[config.mk]
export PLATFORM = sky130hd
export DESIGN_NAME = serial_operand_tx
export DESIGN_NICKNAME = d
export VERILOG_FILES = /design/src/rtl/serial_operand_tx.sv
export SDC_FILE = /design/constraint.sdc
export NUM_CORES = 1
export LEC_CHECK = 0
export ABC_CLOCK_PERIOD_IN_PS = 2000
export BUFFER_PORTS_ARGS = -buffer_cell sky130_fd_sc_hd__buf_2
export CELL_PAD_IN_SITES_DETAIL_PLACEMENT = 0
export CELL_PAD_IN_SITES_GLOBAL_PLACEMENT = 2
export CORE_MARGIN = 2
export CORE_UTILIZATION = 36
export CTS_CLUSTER_SIZE = 28
export DETAILED_ROUTE_END_ITERATION = 16
export PLACE_DENSITY = 0.89
export REMOVE_ABC_BUFFERS = 1
export SYNTH_ARGS = -nofsm -noshare
export SYNTH_HDL_FRONTEND = slang
export SYNTH_SLANG_ARGS = --single-unit
[constraint.sdc]
create_clock -name CLK -period 2 [get_ports CLK]
set_input_delay 0.4 -clock CLK [delete_from_list [all_inputs] [get_ports CLK]]
set_output_delay 0.4 -clock CLK [all_outputs]
set_load 0.005 [all_outputs]
[src/rtl/serial_operand_tx.sv]
// Parallel-to-serial operand transmitter: emits A/B as MSB-first bit pairs under valid/ready.
// Define SER_TX_PARITY_EN to append one XOR-parity beat after the W data beats.
module serial_operand_tx #(
  parameter int unsigned W = 8
) (
  input  logic         CLK,
  input  logic         RST,
  input  logic         START,
  input  logic [W-1:0] A_IN,
  input  logic [W-1:0] B_IN,
  input  logic         READY,
  output logic         A_BIT,
  output logic         B_BIT,
  output logic         VALID,
  output logic         LAST,
  output logic         BUSY,
  output logic         DONE
);

`ifdef SER_TX_PARITY_EN
  localparam int unsigned SW = W + 1;
`else
  localparam int unsigned SW = W;
`endif
  localparam int unsigned CW = $clog2(W + 1);
  localparam logic [CW-1:0] CntLoad = CW'(SW - 1);

  typedef enum logic [1:0] {StIdle, StShift, StFinish} state_t;

  state_t         state;
  logic [SW-1:0]  a_sr;
  logic [SW-1:0]  b_sr;
  logic [CW-1:0]  cnt;
  logic [SW-1:0]  a_load;
  logic [SW-1:0]  b_load;

  // Parity is folded into the shift register so the extra beat falls out of the same shift.
`ifdef SER_TX_PARITY_EN
  assign a_load = {A_IN, ^A_IN};
  assign b_load = {B_IN, ^B_IN};
`else
  assign a_load = A_IN;
  assign b_load = B_IN;
`endif

  // Fully shifted-out registers are zero, so the MSB is 0 whenever no beat is pending.
  assign A_BIT = a_sr[SW-1];
  assign B_BIT = b_sr[SW-1];

  always_ff @(posedge CLK or posedge RST) begin
    if (RST) begin
      state <= StIdle;
      a_sr  <= '0;
      b_sr  <= '0;
      cnt   <= '0;
      VALID <= 1'b0;
      LAST  <= 1'b0;
      BUSY  <= 1'b0;
      DONE  <= 1'b0;
    end else begin
      unique case (state)
        StIdle: begin
          DONE <= 1'b0;
          if (START) begin
            a_sr  <= a_load;
            b_sr  <= b_load;
            cnt   <= CntLoad;
            VALID <= 1'b1;
            BUSY  <= 1'b1;
            LAST  <= (SW == 1);
            state <= StShift;
          end
        end
        StShift: begin
          if (READY) begin
            a_sr <= a_sr << 1;
            b_sr <= b_sr << 1;
            if (cnt == '0) begin
              VALID <= 1'b0;
              LAST  <= 1'b0;
              DONE  <= 1'b1;
              state <= StFinish;
            end else begin
              cnt  <= cnt - CW'(1);
              LAST <= (cnt == CW'(1));
            end
          end
        end
        StFinish: begin
          DONE  <= 1'b0;
          BUSY  <= 1'b0;
          state <= StIdle;
        end
        default: begin
          VALID <= 1'b0;
          LAST  <= 1'b0;
          BUSY  <= 1'b0;
          DONE  <= 1'b0;
          state <= StIdle;
        end
      endcase
    end
  end

endmodule

==> flow_summary.toml <==
[run_status]
outcome = "completed"

[min_path]
holdCritPathClass = "in2async"

[global_routing]
grt_start_max_net_pins = 27
grt_antenna_before_repair = 0
grt_remaining_overflow = 0
grt_pass1_wl_um = 4471
vias_in_the_first_global_route = 946
grt.total_usage = 0.1358

[synth]
post_synth_and_or_nand_nor_area_fraction = 0.08411
synth_cell_type_count = 27
syn_inst = 107
synth_top_area_share = 0.4860
seq_area_frac_synth = 0.4860
adder_and_majority_cell_fraction_of_the_synthesized_area = 0.01869
post_synth_top_area_cell = "sky130_fd_sc_hd__dfrtp_1"
syn-mean-instance-area_um2 = 12.51
synth.area.top_cells = "sky130_fd_sc_hd__dfrtp_1 49%, sky130_fd_sc_hd__mux2_2 24%, sky130_fd_sc_hd__a311oi_4 2.0%, sky130_fd_sc_hd__o2bb2ai_1 2.0%, sky130_fd_sc_hd__ha_1 1.9%"
main_combinational_cell_family_by_area_after_synthesis = "multiplexers"
post_synthesis_compound_gate_area_fraction = 0.09626
muxShareOfSynthArea = 0.2757
synth-xor-area-share = 0
postSynthRegisterBits = 26
syn-cell-area_um2 = 1339
yosys_warnings = 0

[setup_path]
worst-r2r-cell-count = 4
worst-r2r-setup-slack_ps = 340
critical_path.endpoint_type = "flip-flop"
worstSetupStartpoint = "state[1]"
timing.rr.end = "b_sr[7]"
timing.setup.critical_path_class = "reg2reg"
worst-endpoint-arrival_ps = 1820
critical_path_maximum_fanout = 10
worstReg2RegStart = "state[1]"
worst_ep_required_time_ps = 2160
setup.worst_path.end = "b_sr[7]"
worstSetupStartpointType = "flip-flop"

[run]
maxCapViolations = 0

[cts]
clkLatencyLatePin_ps = 270
numClockSinks = 26
htree_num_levels = 1
number_of_hold_buffers_added_after_cts = 0
cts_root_buffer = "sky130_fd_sc_hd__clkbuf_8"
cts_buffers = 3
clock_tree.buffer_depth = 2
post-cts-setup-buffers = 0
clk_pin_slew_worst_paths_ps = 90
post_cts_resize_count = 0
tritoncts = "built"

[finish]
final_common_cell = "sky130_fd_sc_hd__mux2_2"
fin_cells = 185
count_of_antenna_diodes_in_the_layout = 0
layout.nets = 160
fill_cells = 343
final_cell_mix = "28 x sky130_fd_sc_hd__mux2_2, 26 x sky130_fd_sc_hd__dfrtp_1, 25 x sky130_fd_sc_hd__buf_2"
layout-drive-gt1-share = 0.4818
areaGrowthSynthToFinish_pct = 20.28

[placement]
dpl.cell_count = 181
preCtsSetupSlack_ps = 355.5
place_hpwl_um = 1884
placement.io_buffers = 25
globalplace.congestion = 0.7551

[timing]
finalWorstSetupSlack_ps = 340.9
achievable-frequency_mhz = 602.8
layout_min_cycle_time_ps = 1659
finalHoldViolCount = 0
fin_skew_ps = 3.462
timing.slew.headroom = 0.7226
maxSlewViolCount = 0
timing.final.setup_violations = 0
worst_pin_slew_ps = 415.1
rsz0062_at_grt = "false"
tns_ps = 0
period_share = 0.8295

[power_and_ir_drop]
power.share.sequential = 0.383
clkPwrFrac = 0.183
total_switching_power_w = 0.0007415
ir_worst_vdd_mv = 0.5628
post-layout-total-power_w = 0.002363
internal_power_w = 0.001621
power_density_nw_per_um2 = 1467
p_sw_frac = 0.3138
combPwrFrac = 0.434
total_leakage_power_nw = 0.7610

[detailed_routing]
detail_route.first_pass.iterations = 3
post_route_drc_violation_count = 0
initialDrtViolationCount = 11
dr_total_vias = 905
post_drt_wl_per_cell_um = 13.24
routed_wirelength_um = 2450
final_antenna_net_count = 0
vias_per_cell = 4.892

[die]
die_width_um = 64.98
placementRows = 22
die-area_um2 = 4222
die-height_um = 64.98
io_pins = 26
design.core.area_um2 = 3606
initial_utilization = 0.3713
[final cells by class]
type / instances / area (um2) / share of cell area
Sequential cell: 26 / 650.6 / 0.4040
Multi-Input combinational cell: 70 / 635.6 / 0.3947
Timing Repair Buffer: 31 / 170.2 / 0.1057
Tap cell: 48 / 60.06 / 0.03730
Clock buffer: 3 / 41.29 / 0.02564
Clock inverter: 1 / 30.03 / 0.01865
Inverter: 6 / 22.52 / 0.01399
[power by group through the flow]
| stage | Combinational, W | Sequential [W] | Clock (W) |
|---|---|---|---|
| 6_report | 0.00102 | 0.000905 | 0.000433 |
| 5_1_grt | 0.00114 | 0.000942 | 0.000476 |
| 2_1_floorplan | 0.000745 | 0.000893 | 0 |
| 3_5_place_dp | 0.00104 | 0.000920 | 0 |
| 3_3_place_gp | 0.00101 | 0.000904 | 0 |
| 4_1_cts | 0.00104 | 0.000908 | 0.000445 |
[worst min path at each step]
stage | endpoint | depth (start not counted) | start | slack, ps
after detailed placement | b_sr[1] | 3 | RST | 480
after CTS | b_sr[2] | 3 | RST | 180
final | b_sr[4] | 3 | RST | 170
after floorplan | BUSY | 1 | RST | 440
after global routing | a_sr[5] | 3 | RST | 190
after global placement | DONE | 3 | RST | 470
[routing by layer]
metal / global-route usage / vias up / share of wire
li1: - / 446 / -
met1: 0.1725 / 443 / 0.48
met2: 0.2371 / 14 / 0.49
met3: 0.02604 / 2 / 0.024
met4: 0.03191 / 0 / 0.0078
met5: 0 / - / 0
[kinds of logic after synthesis]
family | after synthesis
mux | 32
flops | 26
fa+ha+maj | 2
buf+inv | 11
simple gates | 20
compound gates | 16
[Yosys cell counts, drive strengths merged]
cell type,instances
nor3,2
dfrtp,26
o32ai,1
mux2i,3
nor4b,1
a21oi,3
inv,6
nor2b,4
buf,5
a211oi,2
nand2b,2
o21bai,1
o21ai,3
and3,1
a311oi,1
nor4,1
mux2,29
or3,1
nor2,6
o2bb2ai,3
ha,2
nand2,2
o21a,2
[through the flow]
stage                     utilization  area [um2]  hold slack [ps]
final                          0.4466        1610            172.3
after CTS                      0.4466        1610            179.6
after floorplan                     -        1309            440.0
after global routing           0.4466        1610            191.5
after global placement         0.4268        1539            466.2
after detailed placement       0.4268        1539            479.3
[worst max-delay path: stages, from the launching register on]
cell and delay, ps:
sky130_fd_sc_hd__dfrtp_1 600, sky130_fd_sc_hd__nand2b_1 190, sky130_fd_sc_hd__buf_4 170, sky130_fd_sc_hd__mux2_2 340
sky130_fd_sc_hd__mux2_2 260
[registers in the layout, indices dropped and copies added, names as in the netlist]
name   count
cnt        4
BUSY       1
DONE       1
LAST       1
state      2
a_sr       8
VALID      1
b_sr       8
Power figures use the tool's default switching activity.
